$ cat config.mk
export PLATFORM = sky130hd
export DESIGN_NAME = uart_tx8_flat
export DESIGN_NICKNAME = d
export VERILOG_FILES = /design/src/rtl/uart_pkg.sv /design/src/rtl/uart_tx8_if.sv /design/src/rtl/uart_baud_cnt.sv /design/src/rtl/uart_tx8.sv /design/src/flat_wrapper.sv
export SDC_FILE = /design/constraint.sdc
export NUM_CORES = 1
export LEC_CHECK = 0
export CAP_MARGIN = 15
export CELL_PAD_IN_SITES_DETAIL_PLACEMENT = 0
export CELL_PAD_IN_SITES_GLOBAL_PLACEMENT = 1
export CORE_MARGIN = 1
export CORE_UTILIZATION = 43
export DETAILED_ROUTE_END_ITERATION = 16
export GPL_TIMING_DRIVEN = 0
export PLACE_DENSITY_LB_ADDON = 0.15
export SLEW_MARGIN = 15
export SYNTH_ARGS = -nofsm -noshare
export SYNTH_HDL_FRONTEND = slang
export SYNTH_SLANG_ARGS = --single-unit
$ cat constraint.sdc
create_clock -name clk -period 4.9 [get_ports clk]
set_input_delay 0.98 -clock clk [delete_from_list [all_inputs] [get_ports clk]]
set_output_delay 0.98 -clock clk [all_outputs]
set_load 0.005 [all_outputs]
$ cat src/rtl/uart_pkg.sv
// Shared types and constants for the UART transmit/receive blocks.
package uart_pkg;

   localparam int UART_DATA_BITS        = 8;
   localparam int UART_DEF_CLKS_PER_BIT = 16;

   typedef enum logic [2:0] {
      TX_IDLE   = 3'd0,
      TX_START  = 3'd1,
      TX_DATA   = 3'd2,
      TX_PARITY = 3'd3,
      TX_STOP   = 3'd4
   } uart_tx_state_t;

   // Parity bit that makes the frame even (odd=0) or odd (odd=1).
   function automatic logic parity_bit(input logic [UART_DATA_BITS-1:0] data, input logic odd);
      return (^data) ^ odd;
   endfunction

endpackage

$ cat src/rtl/uart_tx8_if.sv
// CPU-side transmit handshake plus the serial line of the UART transmitter.
interface uart_tx8_if;
   import uart_pkg::*;

   logic [UART_DATA_BITS-1:0] tx_data;
   logic                      tx_start;
   logic                      tx_ready;
   logic                      tx_done;
   logic                      tx;

   modport master (output tx_data, output tx_start, input tx_ready, input tx_done, input tx);
   modport slave  (input tx_data, input tx_start, output tx_ready, output tx_done, output tx);
endinterface

$ cat src/rtl/uart_baud_cnt.sv
// Modulo-CLKS_PER_BIT bit-timing counter; bit_end marks the last cycle of a bit.
module uart_baud_cnt #(
   parameter int CLKS_PER_BIT = 16
) (
   input  logic clk,
   input  logic rst,
   input  logic clr,
   output logic bit_end
);

   localparam int CW = (CLKS_PER_BIT > 1) ? $clog2(CLKS_PER_BIT) : 1;
   localparam logic [CW-1:0] CNT_LAST = CW'(CLKS_PER_BIT - 1);

   logic [CW-1:0] cnt_q;
   logic [CW-1:0] cnt_d;

   assign bit_end = (cnt_q == CNT_LAST) && !clr;

   // Next count: hold at zero while cleared, wrap after the last cycle of a bit.
   always_comb begin
      cnt_d = cnt_q;
      if (clr || bit_end) begin
         cnt_d = '0;
      end else begin
         cnt_d = cnt_q + CW'(1);
      end
   end

   // Counter register.
   always_ff @(posedge clk) begin
      if (rst) begin
         cnt_q <= '0;
      end else begin
         cnt_q <= cnt_d;
      end
   end

endmodule

$ cat src/rtl/uart_tx8.sv
// UART transmitter: start bit, 8 data bits LSB first, optional parity, one stop bit.
module uart_tx8
   import uart_pkg::*;
#(
   parameter int CLKS_PER_BIT = UART_DEF_CLKS_PER_BIT,
   parameter int PARITY_EN    = 0,
   parameter int PARITY_ODD   = 0
) (
   input  logic      clk,
   input  logic      rst,
   uart_tx8_if.slave bus
);

   uart_tx_state_t            state_q, state_d;
   logic [UART_DATA_BITS-1:0] shift_q, shift_d;
   logic [2:0]                idx_q, idx_d;
   logic                      par_q, par_d;
   logic                      tx_q, tx_d;
   logic                      ready_q, ready_d;
   logic                      done_q, done_d;
   logic                      bit_end;
   logic                      baud_clr;
   logic                      accept;

   // The counter idles at zero so the start bit gets a full bit period.
   assign baud_clr = (state_q == TX_IDLE);
   assign accept   = bus.tx_start && ready_q;

   uart_baud_cnt #(.CLKS_PER_BIT(CLKS_PER_BIT)) u_baud (
      .clk     (clk),
      .rst     (rst),
      .clr     (baud_clr),
      .bit_end (bit_end)
   );

   // Next-state, data path and registered-output values.
   always_comb begin
      state_d = state_q;
      shift_d = shift_q;
      idx_d   = idx_q;
      par_d   = par_q;
      done_d  = 1'b0;
      case (state_q)
         TX_IDLE: begin
            if (accept) begin
               state_d = TX_START;
               shift_d = bus.tx_data;
               par_d   = parity_bit(bus.tx_data, PARITY_ODD != 0);
               idx_d   = 3'd0;
            end else begin
               state_d = TX_IDLE;
            end
         end
         TX_START: begin
            if (bit_end) begin
               state_d = TX_DATA;
            end else begin
               state_d = TX_START;
            end
         end
         TX_DATA: begin
            if (bit_end) begin
               shift_d = {1'b0, shift_q[UART_DATA_BITS-1:1]};
               if (idx_q == 3'd7) begin
                  idx_d   = 3'd0;
                  state_d = (PARITY_EN != 0) ? TX_PARITY : TX_STOP;
               end else begin
                  idx_d   = idx_q + 3'd1;
               end
            end else begin
               state_d = TX_DATA;
            end
         end
         TX_PARITY: begin
            if (bit_end) begin
               state_d = TX_STOP;
            end else begin
               state_d = TX_PARITY;
            end
         end
         TX_STOP: begin
            if (bit_end) begin
               state_d = TX_IDLE;
               done_d  = 1'b1;
            end else begin
               state_d = TX_STOP;
            end
         end
         default: begin
            state_d = TX_IDLE;
         end
      endcase

      // Line level follows the state being entered so tx changes on the transition edge.
      case (state_d)
         TX_IDLE:   tx_d = 1'b1;
         TX_START:  tx_d = 1'b0;
         TX_DATA:   tx_d = shift_d[0];
         TX_PARITY: tx_d = par_d;
         TX_STOP:   tx_d = 1'b1;
         default:   tx_d = 1'b1;
      endcase
      ready_d = (state_d == TX_IDLE);
   end

   // State and output registers.
   always_ff @(posedge clk) begin
      if (rst) begin
         state_q <= TX_IDLE;
         shift_q <= 8'h00;
         idx_q   <= 3'd0;
         par_q   <= 1'b0;
         tx_q    <= 1'b1;
         ready_q <= 1'b1;
         done_q  <= 1'b0;
      end else begin
         state_q <= state_d;
         shift_q <= shift_d;
         idx_q   <= idx_d;
         par_q   <= par_d;
         tx_q    <= tx_d;
         ready_q <= ready_d;
         done_q  <= done_d;
      end
   end

   assign bus.tx       = tx_q;
   assign bus.tx_ready = ready_q;
   assign bus.tx_done  = done_q;

endmodule

$ cat src/flat_wrapper.sv
// flat-port wrapper written by rule: the top's interface ports become plain ports
module uart_tx8_flat import uart_pkg::*;
#(
   parameter int CLKS_PER_BIT = UART_DEF_CLKS_PER_BIT,
   parameter int PARITY_EN    = 0,
   parameter int PARITY_ODD   = 0
)
  (clk, rst, bus_tx_data, bus_tx_start, bus_tx_ready, bus_tx_done, bus_tx);
  uart_tx8_if bus_i ();
  input  logic clk;
  input  logic rst;
  input wire logic [$bits(bus_i.tx_data)-1:0] bus_tx_data;
  input wire logic [$bits(bus_i.tx_start)-1:0] bus_tx_start;
  output wire logic [$bits(bus_i.tx_ready)-1:0] bus_tx_ready;
  output wire logic [$bits(bus_i.tx_done)-1:0] bus_tx_done;
  output wire logic [$bits(bus_i.tx)-1:0] bus_tx;
  assign bus_i.tx_data = bus_tx_data;
  assign bus_i.tx_start = bus_tx_start;
  assign bus_tx_ready = bus_i.tx_ready;
  assign bus_tx_done = bus_i.tx_done;
  assign bus_tx = bus_i.tx;
  uart_tx8 #(.CLKS_PER_BIT(CLKS_PER_BIT), .PARITY_EN(PARITY_EN), .PARITY_ODD(PARITY_ODD)) u_core (.clk(clk), .rst(rst), .bus(bus_i));
endmodule
==> results.sh, run 1 <==
export IMPL_status="finished clean"
export IMPL_seqCellArea_um2=440
export IMPL_min_period_over_period_pct=45.5
export IMPL_port_buffers=12
export IMPL_worstMarginPinSlew_ps=618
export IMPL_place_ws_ps=2350
export IMPL_crit_chain="clkdlybuf4s50_1 > and2_0 > a22oi_1 > buf_2 > a2111oi_4 > o21ai_2"
export IMPL_die_area_um2=2630
export IMPL_synth_flop_cell="dfxtp_1"
export IMPL_start_kind="primary input"
export IMPL_die_w_um=51.3
export IMPL_async_reset_ff_share_pct=0
export IMPL_crit_fanout=10
export IMPL_drt_total_wl_um=2010
export IMPL_worstPathRequired_ps=5110
export IMPL_postSynthCellCount=112
export IMPL_hold_buffers=0
export IMPL_wl_per_cell_um=12.9
export IMPL_rsz0062_at_grt="false"
export IMPL_skew_ps=9.38
export IMPL_antenna_cells=0
export IMPL_synth_edf_count=0
export IMPL_cts_setup_buffers=0
export IMPL_avgViaCountPerCell=5.61
export IMPL_hpwl_um=1490
export IMPL_netlist_cell_type_count=35
export IMPL_core_um2=2250
export IMPL_synth_top_area_share_pct=42.2
export IMPL_ant_nets=0
export IMPL_clk_latency_ps=320
export IMPL_critPathCaptureType="register"
export IMPL_grtUsageTotal_pct=18.3
export IMPL_grt_pass1_wl_um=3560
export IMPL_num_fill_cells=228
export IMPL_cts_resized=0
export IMPL_antenna_found_initial=0
export IMPL_cp_slowest_cell="clkdlybuf4s50_1"
export IMPL_yosys_register_bits=22
export IMPL_slew_headroom_pct=58.6
export IMPL_cp_data_arrival_time_ps=2440
export IMPL_design_portCount=14
export IMPL_maxSlewViolCount=0
export IMPL_cp_top_family="buffers and inverters"
export IMPL_vdd_drop_max_uv=247
export IMPL_cts_htree_levels=1
export IMPL_p_leak_nw=0.447
export IMPL_synthTopCellsByCount="22 x dfxtp_1, 13 x nor2_1, 8 x a22oi_1, 8 x xnor2_1"
export IMPL_grt_max_degree=14
export IMPL_clk_pin_slew_ps=120
export IMPL_fmax_mhz=449
export IMPL_dpl_instance_area_um2=1200
export IMPL_cts_tree="yes"
export IMPL_synth_area_leader_cell="dfxtp_1"
export IMPL_cpPeakStageDelay_ps=450
export IMPL_stdcell_area_um2=1250
export IMPL_drc=0
export IMPL_min_period_ps=2230
export IMPL_power_density_nw_per_um2=315
export IMPL_globalplace_congestion=0.788
export IMPL_syn_cell_area_um2=1040
export IMPL_synth_seq_area_share_pct=42.2
export IMPL_final_setup_viol_count=0
export IMPL_path_buf_inv=2
export IMPL_overflow=0
export IMPL_num_vias=875
export IMPL_setup_ws_ps=2670
export IMPL_syn_nets=126
export IMPL_die_h_um=51.3
export IMPL_fin_util_pct=55.5
export IMPL_synth_most_common_cell="dfxtp_1"
export IMPL_fin_setup_tns_ps=0
export IMPL_fin_nets=143
export IMPL_num_rows=17
export IMPL_drt_first_pass_iters=4
export IMPL_cts_root_buffer="clkbuf_4"
export IMPL_crit_type="in2reg"
export IMPL_cts_sinks=22
export IMPL_final_hold_viol_count=0
export IMPL_synth_area_leaders="dfxtp_1 42%, xnor2_1 6.7%, a22oi_1 5.8%, nor2_1 4.7%, ha_1 3.6%"
export IMPL_cts_buffer_depth=2
export IMPL_initial_core_util_pct=46.3
export IMPL_cts_made_buffers=3
export IMPL_syn2layout_area_growth_pct=19.9
export IMPL_multiInputGateArea_um2=558
export IMPL_ys_warn_count=0
export IMPL_drive_above_1_share_pct=9.38
export IMPL_grt_pass1_vias=798
export IMPL_drt_initial_drc_count=28
export IMPL_drv_cap=0
export IMPL_hold_class="reg2reg"
export IMPL_syn_area_per_cell_um2=9.32
-- flip-flops by register name (all words and copies together), names as in the netlist --
name	flops
u_core.shift_q	8
u_core.state_q	3
u_core.bus.tx_ready	1
u_core.bus.tx	1
u_core.idx_q	3
u_core.u_baud.cnt_q	4
u_core.par_q	1
u_core.bus.tx_done	1
-- worst paths after layout --
| check | from | endpoint | slack [ps] | cells past startpoint |
|---|---|---|---|---|
| worst max-delay path | bus_tx_start | u_core.bus.tx | 2670 | 6 |
| worst min-delay path | u_core.u_baud.cnt_q[0] | u_core.u_baud.cnt_q[0] | 460 | 1 |
| worst max register to register | u_core.idx_q[0] | u_core.bus.tx | 3010 | 6 |
| worst min register to register | u_core.u_baud.cnt_q[0] | u_core.u_baud.cnt_q[0] | 460 | 1 |
-- through the flow --
stage	instances	hold slack, ps	total power [mW]
global placement	152	429	0.256
floorplan	112	418	0.236
finish	156	457	0.394
global route	156	495	0.412
CTS	156	463	0.397
detailed placement	152	439	0.257
-- cell usage in the layout (no fill, tap or decap), drive strengths merged, types with 2 or more instances in the layout --
master / netlist / routed
a21oi: 7 / 7
a211oi: 2 / 2
and2: 4 / 4
a22oi: 8 / 8
dfxtp: 22 / 22
mux2i: 2 / 2
nand3: 2 / 2
nor2: 13 / 13
nor3: 6 / 6
clkdlybuf4s50: 0 / 12
ha: 3 / 3
buf: 4 / 4
clkbuf: 2 / 5
and3: 2 / 2
a41oi: 2 / 2
nand2: 7 / 7
xnor2: 8 / 8
inv: 3 / 3
-- cell type report --
| class | count | share of cell area (%) |
|---|---|---|
| plain buffers | 6 | 2.70 |
| repair buffers | 12 | 9.60 |
| flip-flops and latches | 22 | 35.2 |
| clock buffers | 3 | 1.80 |
| multi-input cells | 81 | 44.6 |
| inverters | 3 | 0.900 |
| well taps | 28 | 2.80 |
| clock inverters | 1 | 2.40 |
-- routing by layer --
metal	GRT usage [%]	up-vias	routed length, um
met5	0	-	0
met4	4.05	0	14
met3	6.25	2	89
met2	31.8	22	984
met1	21.7	417	924
li1	-	434	-
-- power by group --
| group | switching (mW) | internal [mW] | leakage [nW] |
|---|---|---|---|
| Sequential | 0.00472 | 0.188 | 0.179 |
| Combinational | 0.0291 | 0.0305 | 0.240 |
| Clock | 0.0590 | 0.0827 | 0.0279 |
-- kinds of logic after synthesis --
family	after synthesis	synth area share (%)
XOR/XNOR	9	7.55
adder cells (fa/ha/maj)	3	3.60
buffers and inverters	9	4.32
AND/OR/NAND/NOR	41	20.6
flip-flops	22	42.2
multiplexers	2	1.92
AO/OA/AOI/OAI	26	19.8
Power figures use the tool's default switching activity.
==> run 2: changes to the inputs <==
CORE_UTILIZATION = 40   (was 43)
clock period = 2.25 ns   (was 4.9 ns; I/O delays follow)
==> run 2 against run 1 <==
Effect of this change: flip-flop and latch count stayed put; setup slack worse by 2300 ps; worst hold slack hardly changed; clock power is 110% higher; clock-buffer cell count stayed put; register-to-register slack worse by 2600 ps; cell count is 1.3% higher.
==> results.sh, run 2 (same netlist as run 1, synthesis figures left out) <==
export IMPL_status="finished clean"
export IMPL_fmax_mhz=534
export IMPL_overflow=0
export IMPL_largest_reg_flops=8
export IMPL_hold_buffers=0
export IMPL_hpwl_um=1460
export IMPL_p_switching_mw=0.193
export IMPL_p_leak_nw=0.447
export IMPL_crit_type="reg2reg"
export IMPL_final_setup_viol_count=0
export IMPL_cts_tree="yes"
export IMPL_worstPathRequired_ps=2460
export IMPL_cp_startpoint="u_core.idx_q[0]"
export IMPL_antenna_found_initial=0
export IMPL_top_regs="u_core.shift_q (8), u_core.u_baud.cnt_q (4)"
export IMPL_final_hold_viol_count=0
export IMPL_cts_setup_buffers=0
export IMPL_grt_max_degree=14
export IMPL_vdd_drop_max_uv=408
export IMPL_drt_total_wl_um=1960
export IMPL_num_rows=18
export IMPL_drt_first_pass_iters=4
export IMPL_hold_start="u_core.u_baud.cnt_q[0]"
export IMPL_fin_nets=143
export IMPL_die_h_um=53.1
export IMPL_port_buffers=12
export IMPL_syn2layout_area_growth_pct=20.1
export IMPL_globalplace_congestion=0.793
export IMPL_core_um2=2480
export IMPL_die_w_um=53.1
export IMPL_top_register="u_core.shift_q"
export IMPL_cts_buffer_depth=2
export IMPL_crit_fanout=3
export IMPL_hold_class="reg2reg"
export IMPL_power_density_nw_per_um2=677
export IMPL_antenna_cells=0
export IMPL_cts_resized=0
export IMPL_num_vias=851
export IMPL_die_area_um2=2820
export IMPL_grt_pass1_wl_um=3260
export IMPL_skew_ps=10.6
export IMPL_ant_nets=0
export IMPL_p_int_mw=0.656
export IMPL_grtUsageTotal_pct=16.5
export IMPL_clk_pin_slew_ps=130
export IMPL_p_seq_share_pct=49.5
export IMPL_cts_root_buffer="clkbuf_4"
export IMPL_layout_cells_most_common="dfxtp_1"
export IMPL_cts_htree_levels=1
export IMPL_clkPwrFrac_pct=35.4
export IMPL_worstMarginPinSlew_ps=628
export IMPL_wl_per_cell_um=12.4
export IMPL_clk_latency_ps=310
export IMPL_slew_headroom_pct=57.9
export IMPL_pwr_share_comb_pct=15.2
export IMPL_regToRegStartpoint="u_core.idx_q[0]"
export IMPL_place_ws_ps=257
export IMPL_cts_sinks=22
export IMPL_maxSlewViolCount=0
export IMPL_final_cell_mix="22 x dfxtp_1, 13 x nor2_1, 12 x clkdlybuf4s50_1"
export IMPL_cts_made_buffers=3
export IMPL_grt_pass1_vias=747
export IMPL_sw_frac_of_total_pct=22.7
export IMPL_cp_data_arrival_time_ps=2090
export IMPL_drt_initial_drc_count=8
export IMPL_start_kind="register"
export IMPL_min_period_over_period_pct=83.2
export IMPL_drc=0
export IMPL_drive_above_1_share_pct=9.38
export IMPL_initial_core_util_pct=42.1
export IMPL_design_portCount=14
export IMPL_drv_cap=0
export IMPL_rsz0062_at_grt="false"
export IMPL_fin_setup_tns_ps=0
export IMPL_critPathCaptureType="register"
export IMPL_setup_ws_ps=378
export IMPL_min_period_ps=1870
export IMPL_avgViaCountPerCell=5.39
## run 2: power by group through the flow
| stage | combinational, mW | clock, mW | sequential (mW) |
|---|---|---|---|
| floorplan | 0.0870 | 0 | 0.427 |
| global placement | 0.130 | 0 | 0.428 |
| CTS | 0.131 | 0.312 | 0.420 |
| finish | 0.129 | 0.300 | 0.420 |
| global route | 0.142 | 0.326 | 0.422 |
| detailed placement | 0.131 | 0 | 0.429 |
## run 2: final cells by class
cell class / instances / area [um^2]
clock inverters: 1 / 30.0
inverters: 3 / 11.3
well taps: 30 / 37.5
repair buffers: 12 / 120
fillers: 253 / 1220
flip-flops and latches: 22 / 440
plain buffers: 6 / 33.8
clock buffers: 3 / 22.5
multi-input cells: 81 / 558
## run 2: final timing paths
check	end	slack, ps	cells after the start
max	u_core.bus.tx	380	6
min	u_core.u_baud.cnt_q[0]	460	1
max reg2reg	u_core.bus.tx	380	6
min reg2reg	u_core.u_baud.cnt_q[0]	460	1
## run 2: metrics by stage
stage	hold slack, ps	instances	area, um^2	total power [mW]	utilization [%]
3_5_place_dp	447	154	1200	0.560	48.5
3_3_place_gp	429	154	1200	0.558	48.5
2_1_floorplan	418	112	1040	0.514	-
4_1_cts	467	158	1250	0.863	50.6
6_report	457	158	1250	0.849	50.6
5_1_grt	484	158	1250	0.890	50.6
## run 2: per-layer routing
layer | global-route usage (%) | wire [um] | up-vias
met2 | 29.7 | 953 | 13
met1 | 18.1 | 910 | 399
met5 | 0 | 0 | -
li1 | - | - | 435
met3 | 3.45 | 57 | 4
met4 | 7.89 | 34 | 0
## run 2: worst max-delay path, cell delays in order (launching register included)
cell	delay, ps
dfxtp_1	350
ha_1	200
ha_1	190
or2_0	220
a311o_1	410
a2111oi_4	350
o21ai_2	70
